## src/rtl/mem_access_ctrl_if.sv

```systemverilog
// Bus bundle between mem_access_ctrl, its requesters (core, loader) and the data memory.
// The controller connects through the slave modport; the surrounding system uses master.
interface mem_access_ctrl_if #(
    parameter int ADDRESS_WIDTH = 8
);
    logic                     ld_valid_in;
    logic                     ld_ready_out;
    logic [ADDRESS_WIDTH-1:0] ld_address_in;
    logic [31:0]              ld_data_in;
    logic                     ld_done_in;

    logic                     cpu_wvalid_in;
    logic                     cpu_wready_out;
    logic                     cpu_rvalid_in;
    logic                     cpu_rready_out;
    logic [1:0]               cpu_memMode_in;
    logic                     cpu_unsigned_in;
    logic [ADDRESS_WIDTH-1:0] cpu_address_in;
    logic [31:0]              cpu_data_in;
    logic [31:0]              cpu_rdata_out;
    logic                     cpu_rdata_valid_out;
    logic                     cpu_stall_out;

    logic                     mem_write_out;
    logic [1:0]               mem_memMode_out;
    logic [ADDRESS_WIDTH-1:0] mem_write_address_out;
    logic [31:0]              mem_write_data_out;
    logic [ADDRESS_WIDTH-1:0] mem_read_address_1_out;
    logic [31:0]              mem_read_data_1_in;

    modport slave (
        input  ld_valid_in, ld_address_in, ld_data_in, ld_done_in,
        output ld_ready_out,
        input  cpu_wvalid_in, cpu_rvalid_in, cpu_memMode_in, cpu_unsigned_in,
        input  cpu_address_in, cpu_data_in,
        output cpu_wready_out, cpu_rready_out, cpu_rdata_out, cpu_rdata_valid_out,
        output cpu_stall_out,
        output mem_write_out, mem_memMode_out, mem_write_address_out, mem_write_data_out,
        output mem_read_address_1_out,
        input  mem_read_data_1_in
    );

    modport master (
        output ld_valid_in, ld_address_in, ld_data_in, ld_done_in,
        input  ld_ready_out,
        output cpu_wvalid_in, cpu_rvalid_in, cpu_memMode_in, cpu_unsigned_in,
        output cpu_address_in, cpu_data_in,
        input  cpu_wready_out, cpu_rready_out, cpu_rdata_out, cpu_rdata_valid_out,
        input  cpu_stall_out,
        input  mem_write_out, mem_memMode_out, mem_write_address_out, mem_write_data_out,
        input  mem_read_address_1_out,
        output mem_read_data_1_in
    );
endinterface

```

## src/rtl/mem_access_ctrl.sv

```systemverilog
// Data-memory access controller: boots memory from the loader while the core is stalled,
// round-robins the write port between core and loader, and formats core loads.
module mem_access_ctrl #(
    parameter int ADDRESS_WIDTH = 8
) (
    input  logic             clock_in,
    input  logic             reset_n_in,
    mem_access_ctrl_if.slave bus
);
    localparam int AW = ADDRESS_WIDTH;

    typedef enum logic [0:0] {
        ST_BOOT = 1'b0,
        ST_RUN  = 1'b1
    } state_t;

    localparam logic GRANT_LD  = 1'b0;
    localparam logic GRANT_CPU = 1'b1;

    state_t          state_r;
    state_t          state_nxt_s;
    logic            last_grant_r;

    logic            ld_ready_s;
    logic            cpu_wready_s;
    logic            cpu_rready_s;
    logic            stall_s;
    logic            hazard_s;
    logic            ld_acc_s;
    logic            cpu_wacc_s;
    logic            load_acc_s;

    logic            mem_write_r;
    logic [1:0]      mem_mode_r;
    logic [AW-1:0]   mem_waddr_r;
    logic [31:0]     mem_wdata_r;

    logic            ld1_valid_r;
    logic [1:0]      ld1_off_r;
    logic [1:0]      ld1_mode_r;
    logic            ld1_uns_r;
    logic            rdata_valid_r;
    logic [31:0]     rdata_r;

    // Mode 01 has no meaning to the memory, so it is issued as a plain word access.
    function automatic logic [1:0] norm_mode(input logic [1:0] mode);
        logic [1:0] res;
        case (mode)
            2'b10:   res = 2'b10;
            2'b11:   res = 2'b11;
            default: res = 2'b00;
        endcase
        return res;
    endfunction

    function automatic logic [31:0] format_load(input logic [31:0] word, input logic [1:0] off,
                                                input logic [1:0] mode, input logic uns);
        logic [15:0] half_v;
        logic [7:0]  byte_v;
        logic [31:0] res;
        half_v = off[1] ? word[31:16] : word[15:0];
        case (off)
            2'b00:   byte_v = word[7:0];
            2'b01:   byte_v = word[15:8];
            2'b10:   byte_v = word[23:16];
            2'b11:   byte_v = word[31:24];
            default: byte_v = word[7:0];
        endcase
        case (mode)
            2'b10:   res = uns ? {16'h0000, half_v} : {{16{half_v[15]}}, half_v};
            2'b11:   res = uns ? {24'h000000, byte_v} : {{24{byte_v[7]}}, byte_v};
            default: res = word;
        endcase
        return res;
    endfunction

    // A load to the word with a write still pending would read the old contents.
    assign hazard_s   = mem_write_r && (mem_waddr_r[AW-1:2] == bus.cpu_address_in[AW-1:2]);
    assign ld_acc_s   = bus.ld_valid_in & ld_ready_s;
    assign cpu_wacc_s = bus.cpu_wvalid_in & cpu_wready_s;
    assign load_acc_s = bus.cpu_rvalid_in & cpu_rready_s;

    // FSM state register
    always_ff @(posedge clock_in) begin
        if (!reset_n_in) begin
            state_r <= ST_BOOT;
        end else begin
            state_r <= state_nxt_s;
        end
    end

    // FSM next-state logic; RUN is only left through reset
    always_comb begin
        state_nxt_s = state_r;
        case (state_r)
            ST_BOOT: begin
                if (bus.ld_done_in) begin
                    state_nxt_s = ST_RUN;
                end else begin
                    state_nxt_s = ST_BOOT;
                end
            end
            ST_RUN:  state_nxt_s = ST_RUN;
            default: state_nxt_s = ST_BOOT;
        endcase
    end

    // FSM outputs: handshake readies and core stall
    always_comb begin
        ld_ready_s   = 1'b0;
        cpu_wready_s = 1'b0;
        cpu_rready_s = 1'b0;
        stall_s      = 1'b1;
        case (state_r)
            ST_BOOT: begin
                ld_ready_s = 1'b1;
                stall_s    = 1'b1;
            end
            ST_RUN: begin
                stall_s      = 1'b0;
                ld_ready_s   = bus.ld_valid_in &
                               (~bus.cpu_wvalid_in | (last_grant_r == GRANT_CPU));
                cpu_wready_s = bus.cpu_wvalid_in &
                               (~bus.ld_valid_in | (last_grant_r == GRANT_LD));
                cpu_rready_s = ~hazard_s;
            end
            default: begin
                stall_s = 1'b1;
            end
        endcase
    end

    // Round-robin history, moved only by an accepted write
    always_ff @(posedge clock_in) begin
        if (!reset_n_in) begin
            last_grant_r <= GRANT_LD;
        end else if (ld_acc_s) begin
            last_grant_r <= GRANT_LD;
        end else if (cpu_wacc_s) begin
            last_grant_r <= GRANT_CPU;
        end
    end

    // Memory write-port registers
    always_ff @(posedge clock_in) begin
        if (!reset_n_in) begin
            mem_write_r <= 1'b0;
            mem_mode_r  <= 2'b00;
            mem_waddr_r <= '0;
            mem_wdata_r <= 32'h0000_0000;
        end else if (ld_acc_s) begin
            mem_write_r <= 1'b1;
            mem_mode_r  <= 2'b00;
            mem_waddr_r <= bus.ld_address_in & {{(AW-2){1'b1}}, 2'b00};
            mem_wdata_r <= bus.ld_data_in;
        end else if (cpu_wacc_s) begin
            mem_write_r <= 1'b1;
            mem_mode_r  <= norm_mode(bus.cpu_memMode_in);
            mem_waddr_r <= bus.cpu_address_in;
            mem_wdata_r <= bus.cpu_data_in;
        end else begin
            mem_write_r <= 1'b0;
        end
    end

    // Load stage 1: remember how to format the word the memory returns next cycle
    always_ff @(posedge clock_in) begin
        if (!reset_n_in) begin
            ld1_valid_r <= 1'b0;
            ld1_off_r   <= 2'b00;
            ld1_mode_r  <= 2'b00;
            ld1_uns_r   <= 1'b0;
        end else begin
            ld1_valid_r <= load_acc_s;
            if (load_acc_s) begin
                ld1_off_r  <= bus.cpu_address_in[1:0];
                ld1_mode_r <= bus.cpu_memMode_in;
                ld1_uns_r  <= bus.cpu_unsigned_in;
            end
        end
    end

    // Load stage 2: register the aligned and extended result
    always_ff @(posedge clock_in) begin
        if (!reset_n_in) begin
            rdata_valid_r <= 1'b0;
            rdata_r       <= 32'h0000_0000;
        end else begin
            rdata_valid_r <= ld1_valid_r;
            if (ld1_valid_r) begin
                rdata_r <= format_load(bus.mem_read_data_1_in, ld1_off_r, ld1_mode_r, ld1_uns_r);
            end
        end
    end

    assign bus.ld_ready_out           = ld_ready_s;
    assign bus.cpu_wready_out         = cpu_wready_s;
    assign bus.cpu_rready_out         = cpu_rready_s;
    assign bus.cpu_stall_out          = stall_s;
    assign bus.cpu_rdata_out          = rdata_r;
    assign bus.cpu_rdata_valid_out    = rdata_valid_r;
    assign bus.mem_write_out          = mem_write_r;
    assign bus.mem_memMode_out        = mem_mode_r;
    assign bus.mem_write_address_out  = mem_waddr_r;
    assign bus.mem_write_data_out     = mem_wdata_r;
    assign bus.mem_read_address_1_out = bus.cpu_address_in;

endmodule

```

## src/flat_wrapper.sv

```systemverilog
// flat-port wrapper written by rule: the top's interface ports become plain ports
module mem_access_ctrl_flat 
#(
    parameter int ADDRESS_WIDTH = 8
)
  (clock_in, reset_n_in, bus_ld_valid_in, bus_ld_address_in, bus_ld_data_in, bus_ld_done_in, bus_ld_ready_out, bus_cpu_wvalid_in, bus_cpu_rvalid_in, bus_cpu_memMode_in, bus_cpu_unsigned_in, bus_cpu_address_in, bus_cpu_data_in, bus_cpu_wready_out, bus_cpu_rready_out, bus_cpu_rdata_out, bus_cpu_rdata_valid_out, bus_cpu_stall_out, bus_mem_write_out, bus_mem_memMode_out, bus_mem_write_address_out, bus_mem_write_data_out, bus_mem_read_address_1_out, bus_mem_read_data_1_in);
  mem_access_ctrl_if #(.ADDRESS_WIDTH(ADDRESS_WIDTH)) bus_i ();
  input  logic clock_in;
  input  logic reset_n_in;
  input wire logic [$bits(bus_i.ld_valid_in)-1:0] bus_ld_valid_in;
  input wire logic [$bits(bus_i.ld_address_in)-1:0] bus_ld_address_in;
  input wire logic [$bits(bus_i.ld_data_in)-1:0] bus_ld_data_in;
  input wire logic [$bits(bus_i.ld_done_in)-1:0] bus_ld_done_in;
  output wire logic [$bits(bus_i.ld_ready_out)-1:0] bus_ld_ready_out;
  input wire logic [$bits(bus_i.cpu_wvalid_in)-1:0] bus_cpu_wvalid_in;
  input wire logic [$bits(bus_i.cpu_rvalid_in)-1:0] bus_cpu_rvalid_in;
  input wire logic [$bits(bus_i.cpu_memMode_in)-1:0] bus_cpu_memMode_in;
  input wire logic [$bits(bus_i.cpu_unsigned_in)-1:0] bus_cpu_unsigned_in;
  input wire logic [$bits(bus_i.cpu_address_in)-1:0] bus_cpu_address_in;
  input wire logic [$bits(bus_i.cpu_data_in)-1:0] bus_cpu_data_in;
  output wire logic [$bits(bus_i.cpu_wready_out)-1:0] bus_cpu_wready_out;
  output wire logic [$bits(bus_i.cpu_rready_out)-1:0] bus_cpu_rready_out;
  output wire logic [$bits(bus_i.cpu_rdata_out)-1:0] bus_cpu_rdata_out;
  output wire logic [$bits(bus_i.cpu_rdata_valid_out)-1:0] bus_cpu_rdata_valid_out;
  output wire logic [$bits(bus_i.cpu_stall_out)-1:0] bus_cpu_stall_out;
  output wire logic [$bits(bus_i.mem_write_out)-1:0] bus_mem_write_out;
  output wire logic [$bits(bus_i.mem_memMode_out)-1:0] bus_mem_memMode_out;
  output wire logic [$bits(bus_i.mem_write_address_out)-1:0] bus_mem_write_address_out;
  output wire logic [$bits(bus_i.mem_write_data_out)-1:0] bus_mem_write_data_out;
  output wire logic [$bits(bus_i.mem_read_address_1_out)-1:0] bus_mem_read_address_1_out;
  input wire logic [$bits(bus_i.mem_read_data_1_in)-1:0] bus_mem_read_data_1_in;
  assign bus_i.ld_valid_in = bus_ld_valid_in;
  assign bus_i.ld_address_in = bus_ld_address_in;
  assign bus_i.ld_data_in = bus_ld_data_in;
  assign bus_i.ld_done_in = bus_ld_done_in;
  assign bus_ld_ready_out = bus_i.ld_ready_out;
  assign bus_i.cpu_wvalid_in = bus_cpu_wvalid_in;
  assign bus_i.cpu_rvalid_in = bus_cpu_rvalid_in;
  assign bus_i.cpu_memMode_in = bus_cpu_memMode_in;
  assign bus_i.cpu_unsigned_in = bus_cpu_unsigned_in;
  assign bus_i.cpu_address_in = bus_cpu_address_in;
  assign bus_i.cpu_data_in = bus_cpu_data_in;
  assign bus_cpu_wready_out = bus_i.cpu_wready_out;
  assign bus_cpu_rready_out = bus_i.cpu_rready_out;
  assign bus_cpu_rdata_out = bus_i.cpu_rdata_out;
  assign bus_cpu_rdata_valid_out = bus_i.cpu_rdata_valid_out;
  assign bus_cpu_stall_out = bus_i.cpu_stall_out;
  assign bus_mem_write_out = bus_i.mem_write_out;
  assign bus_mem_memMode_out = bus_i.mem_memMode_out;
  assign bus_mem_write_address_out = bus_i.mem_write_address_out;
  assign bus_mem_write_data_out = bus_i.mem_write_data_out;
  assign bus_mem_read_address_1_out = bus_i.mem_read_address_1_out;
  assign bus_i.mem_read_data_1_in = bus_mem_read_data_1_in;
  mem_access_ctrl #(.ADDRESS_WIDTH(ADDRESS_WIDTH)) u_core (.clock_in(clock_in), .reset_n_in(reset_n_in), .bus(bus_i));
endmodule
```

## config.mk

```make
export PLATFORM = sky130hd
export DESIGN_NAME = mem_access_ctrl_flat
export DESIGN_NICKNAME = d
export VERILOG_FILES = /design/src/rtl/mem_access_ctrl_if.sv /design/src/rtl/mem_access_ctrl.sv /design/src/flat_wrapper.sv
export SDC_FILE = /design/constraint.sdc
export NUM_CORES = 1
export LEC_CHECK = 0
export CORE_UTILIZATION = 44
export CTS_BUF_LIST = sky130_fd_sc_hd__clkbuf_4
export CTS_CLUSTER_DIAMETER = 150
export DETAILED_ROUTE_END_ITERATION = 8
export GPL_TIMING_DRIVEN = 0
export PLACE_DENSITY_LB_ADDON = 0.25
export SLEW_MARGIN = 15
export SYNTH_ARGS = -nofsm -noshare
export SYNTH_HDL_FRONTEND = slang
export SYNTH_SLANG_ARGS = --single-unit
```

## constraint.sdc

```tcl
create_clock -name clock_in -period 2.39 [get_ports clock_in]
set_clock_uncertainty 0.1 [all_clocks]
set_input_delay 0.478 -clock clock_in [delete_from_list [all_inputs] [get_ports clock_in]]
set_output_delay 0.478 -clock clock_in [all_outputs]
set_load 0.02 [all_outputs]
```

======== Yosys cells after proc, flatten, opt, wreduce, memory -nomap -nowiden ========
Index checks and enable logic that the tools add are counted.
storage, ports and cells
  output and inout port bits .............. 88
  input port bits ......................... 121
  word-level logic and storage cells ...... 56
  bits in registers ....................... 84
cells by class
  equal/unequal tests ..................... 8
  bitwise gates (word level) .............. 13
  reductions and logical operators ........ 4
  muxes and demuxes ....................... 18
operators with widths
  kind                                            count
  two-way mux 32 bit                              4
  one-hot mux 32 bit (2 select lines)             1
  one-hot mux 8 bit (4 select lines)              1
  two-way mux 16 bit                              1
  two-way mux 8 bit                               2
  == test 2 bit (second input constant)           6
  == test 6 bit                                   1
  NOT 1 bit                                       6
  one-hot mux 1 bit (2 select lines)              3
  AND 1 bit                                       5
  two-way mux 1 bit                               5
  one-hot mux 2 bit (2 select lines)              1
  == test 2 x 1 -> 1 bit (second input constant)  1
  logical NOT 2 bit                               1
  bitwise OR 1 bit                                2
  nonzero test 2 bit                              1
  OR reduction 2 bit                              1
  logical AND 1 bit                               1

======== Logic depth before layout (Yosys ltp) ========
  word-level depth ........................ 7
  depth in mapped cells ................... 6
  gate-level depth less buffers ........... 5

======== Worst setup path before layout ========
Ideal clock, no wire load.
  path kind ............................... input to output
  start point ............................. input port bus_ld_valid_in
  end point ............................... output port bus_ld_ready_out
  data required time ...................... 1.812 ns
  arrival time ............................ 1.294 ns
  path buffers ............................ 2
  path slack .............................. 0.518 ns
  cell stages on the path ................. 4
  cell sequence ........................... buf_2 buf_1 o21ai_0 nand2_1
between the ends
  longest elaborated chain between the ends .. 2
RTL lines
  element                             RTL line                RTL
  from (decl)                         flat_wrapper.sv:10      input wire logic [$bits(bus_i.ld_valid_in)-1:0] bus_ld_valid_in;
  AND 1 bit                           mem_access_ctrl.sv:121  ld_ready_s = bus.ld_valid_in &
  one-hot mux 1 bit (2 select lines)  mem_access_ctrl.sv:114  case (state_r)
  to (decl)                           flat_wrapper.sv:14      output wire logic [$bits(bus_i.ld_ready_out)-1:0] bus_ld_ready_out;
Every way passes these cells.

======== Worst setup path in the final report ========
  start point ............................. input port bus_cpu_address_in[6]
  end point ............................... output port bus_mem_read_address_1_out[6]
RTL lines
  element      RTL line            RTL
  from (decl)  flat_wrapper.sv:19  input wire logic [$bits(bus_i.cpu_address_in)-1:0] bus_cpu_address_in;
  to (decl)    flat_wrapper.sv:30  output wire logic [$bits(bus_i.mem_read_address_1_out)-1:0] bus_mem_read_address_1_out;
No word-level cell between the ends.

==> flow_summary.json <==
{
  "dr_wl_met2_um": 6760,
  "antenna_found_initial": 0,
  "synth_cell_type_count": 30,
  "wirelength_um": 13100,
  "critPathLaunch": "bus_cpu_address_in[6]",
  "synth_flop_cell": "dfxtp_1",
  "power_density_nw_per_um2": 515,
  "io_pins": 209,
  "p_comb_share_pct": 27.0,
  "rr_endpoint": "u_core.bus.cpu_rdata_out[22]$_SDFFE_PN0P_",
  "utilization_pct": 72.1,
  "grt_use_total_pct": 27.8,
  "cp_data_arrival_time_ns": 1.73,
  "fmax_mhz": 433,
  "cts_hold_buf": 0,
  "drt-pass1-iter-count": 7,
  "cts_max_level": 3,
  "min-delay-start": "bus_ld_valid_in",
  "grt_pass1_vias": 4283,
  "slew_violations": 0,
  "path_cells": "clkdlybuf4s50_1 > buf_4 > clkdlybuf4s50_1",
  "r2r_start": "u_core.ld1_off_r[1]$_SDFFE_PN0P_",
  "cts_tree": "built",
  "num_rows": 34,
  "hold_viol": 0,
  "end_kind": "output pin",
  "violations": "design-rule violations",
  "cp_max_fo": 3,
  "viasPerCell": 5.39,
  "synth_warnings": 0,
  "critPathKind": "input pin to output pin",
  "dp_hpwl_um": 10200,
  "cp_common_cell": "clkdlybuf4s50_1",
  "grt_pass1_wl_um": 21200,
  "die_area_sq_um": 9580,
  "avgSynthCellArea_sq_um": 8.97,
  "yosysSeqAreaShare_pct": 41.6,
  "worst_pin_slew_ns": 0.514,
  "vias": 4196,
  "synth_most_common_cell": "dfxtp_1",
  "fillerInstances": 672,
  "synth_common_cells": "84 x dfxtp_1, 82 x nand2_1, 46 x mux2i_1",
  "clk_pin_slew_ns": 0.14,
  "start_util_pct": 45.9,
  "numCtsBuffers": 9,
  "p_sw_uw": 964,
  "critPathBufInv": 3,
  "port_buffers": 204,
  "holdCritPathClass": "input pin to register",
  "synth_cells": 451,
  "synth_nets": 572,
  "layout_min_cycle_time_ns": 2.31,
  "outcome": "finished, violations left",
  "setup_ws_ns": 0.0795,
  "avgRoutedWirePerCell_um": 16.8,
  "yosysTopAreaCellShare_pct": 41.6,
  "layout.nets": 787,
  "root_buffer": "clkbuf_4",
  "first_iter_violations": 145,
  "core_area_sq_um": 8810,
  "cp_top_family": "buffers and inverters",
  "place_area_sq_um": 6220,
  "grt_max_degree": 14,
  "maxCapViolations": 0,
  "rsz0062_at_grt": "no",
  "area_delta_synth_final_pct": 57.0,
  "whs_path_depth": 3,
  "place_congestion": 0.947,
  "hold_ws_ns": 0.394,
  "synth.area.top_cells": "dfxtp_1 42%, mux2i_1 11%, o211a_1 9.7%",
  "async_flop_share_pct": 0,
  "clkPwrFrac_pct": 25.8,
  "yosysTopAreaCell": "dfxtp_1",
  "power_frac_seq_pct": 47.2,
  "die_y_um": 97.9,
  "timing.final.crit_share_pct": 96.7,
  "start_kind": "input pin",
  "synth_area_sq_um": 4050,
  "max_stage_delay_ns": 0.59,
  "antenna_left": 0,
  "drive_above_1_share_pct": 7.60,
  "clkSinkCount": 84,
  "max_slew_margin_pct": 65.7,
  "synth_seq_cells": 84,
  "pre_cts_slack_ns": -0.399,
  "die-width_um": 97.9,
  "drcViolationCount": 11,
  "met3_length_um": 1200,
  "p_int_uw": 2310,
  "crit_required_ns": 1.81,
  "met1_length_um": 4830,
  "cts_max_path_buffers": 2,
  "synth-edff-count": 0,
  "cp_slowest_cell": "clkdlybuf4s50_1",
  "r2r_slack_ns": 0.68,
  "finalSetupViolCount": 0,
  "swShare_pct": 29.5,
  "antenna_cells": 0,
  "ir_drop_v": 0.000322,
  "r2r_cells": 6,
  "grt-ovfl-total": 0,
  "stdcell_area_sq_um": 6350,
  "min_to": "u_core.last_grant_r$_SDFFE_PP0N_",
  "top_layer_used": "met4",
  "power_leakage_uw": 0.00287,
  "clkLatencyLatePin_ns": 0.43
}
[metrics by stage]
stage / std cells / TNS (ns) / total power, uW
after floorplan: 451 / 0 / 1980
after global placement: 763 / -0.827 / 2440
after detailed placement: 763 / -0.817 / 2460
after CTS: 779 / 0 / 3290
after global routing: 779 / 0 / 3430
final: 779 / 0 / 3270
[tightest hold or removal path, stage by stage]
cell	delay [ns]
buf_2	0.21
nand2b_1	0.13
a21boi_0	0.07
[cells in the final DEF (no fill, tap or decap), types with 3 or more instances in the layout]
master             n
clkbuf_4          11
nand2_1           82
a31oi_1            8
inv_1              5
clkbuf_1          20
xnor2_1            6
buf_6              8
and2_1             3
buf_2             12
nand2b_1           9
clkinv_2           3
nand3_1           11
dfxtp_1           84
a21boi_0           5
clkdlybuf4s50_1  200
mux2i_1           46
nor2_1             7
o21ai_0           35
o211a_1           39
a21oi_1           39
a311o_1            7
buf_4              9
o21a_1             3
nand3b_1           4
[state kept, by name (all words and copies together), names as in the netlist]
signal	cells
u_core.bus.cpu_rdata_out	32
u_core.ld1_off_r	2
u_core.last_grant_r	1
u_core.bus.mem_write_address_out	8
u_core.bus.cpu_rdata_valid_out	1
u_core.state_r	1
u_core.bus.mem_memMode_out	2
u_core.bus.mem_write_data_out	32
u_core.ld1_mode_r	2
u_core.bus.mem_write_out	1
u_core.ld1_uns_r	1
u_core.ld1_valid_r	1
[power groups by stage]
stage	Clock, uW	Combinational (uW)	Sequential [uW]
after CTS	858	887	1540
after global placement	0	867	1570
final	845	884	1540
after floorplan	0	317	1670
after global routing	927	945	1550
after detailed placement	0	883	1570
[worst max-delay path by stage]
stage	cells past startpoint	end	slack [ns]
after floorplan	4	bus_ld_ready_out	0.52
after global placement	6	bus_cpu_wready_out	-0.40
after detailed placement	6	bus_cpu_wready_out	-0.40
after CTS	5	bus_cpu_rready_out	0.02
after global routing	5	bus_cpu_rready_out	0.06
final	3	bus_mem_read_address_1_out[6]	0.08
[layout make-up]
cell class,instances,area [sq um],share of cell area (%)
Buffer,48,288,4.53
Clock buffer,11,82.6,1.30
Sequential cell,84,1680,26.5
Multi-Input combinational cell,313,2050,32.3
Timing Repair Buffer,204,2030,32.0
Inverter,6,25.0,0.394
Clock inverter,5,52.6,0.827
Tap cell,108,135,2.13
[timing repair]
action | in CTS | in global routing
endpoints found under the hold margin | 0 | 0
resized for setup | 8 | 4
setup buffers | 0 | 0
setup endpoints to repair | 3 | 3
[routing by layer]
| metal | vias to the layer above | global-route usage (%) |
|---|---|---|
| li1 | 2022 | - |
| met1 | 1962 | 30.1 |
| met2 | 188 | 51.2 |
| met3 | 24 | 7.80 |
| met4 | 0 | 10.4 |
| met5 | - | 0 |
[logic make-up after synthesis]
family / Yosys count / share of synthesized area, %
flip-flops: 84 / 41.6
buffers and inverters: 54 / 7.64
AO/OA/AOI/OAI: 141 / 24.8
AND/OR/NAND/NOR: 119 / 12.7
multiplexers: 47 / 12.0
XOR/XNOR: 6 / 1.30
(Power assumes the default switching activity.)
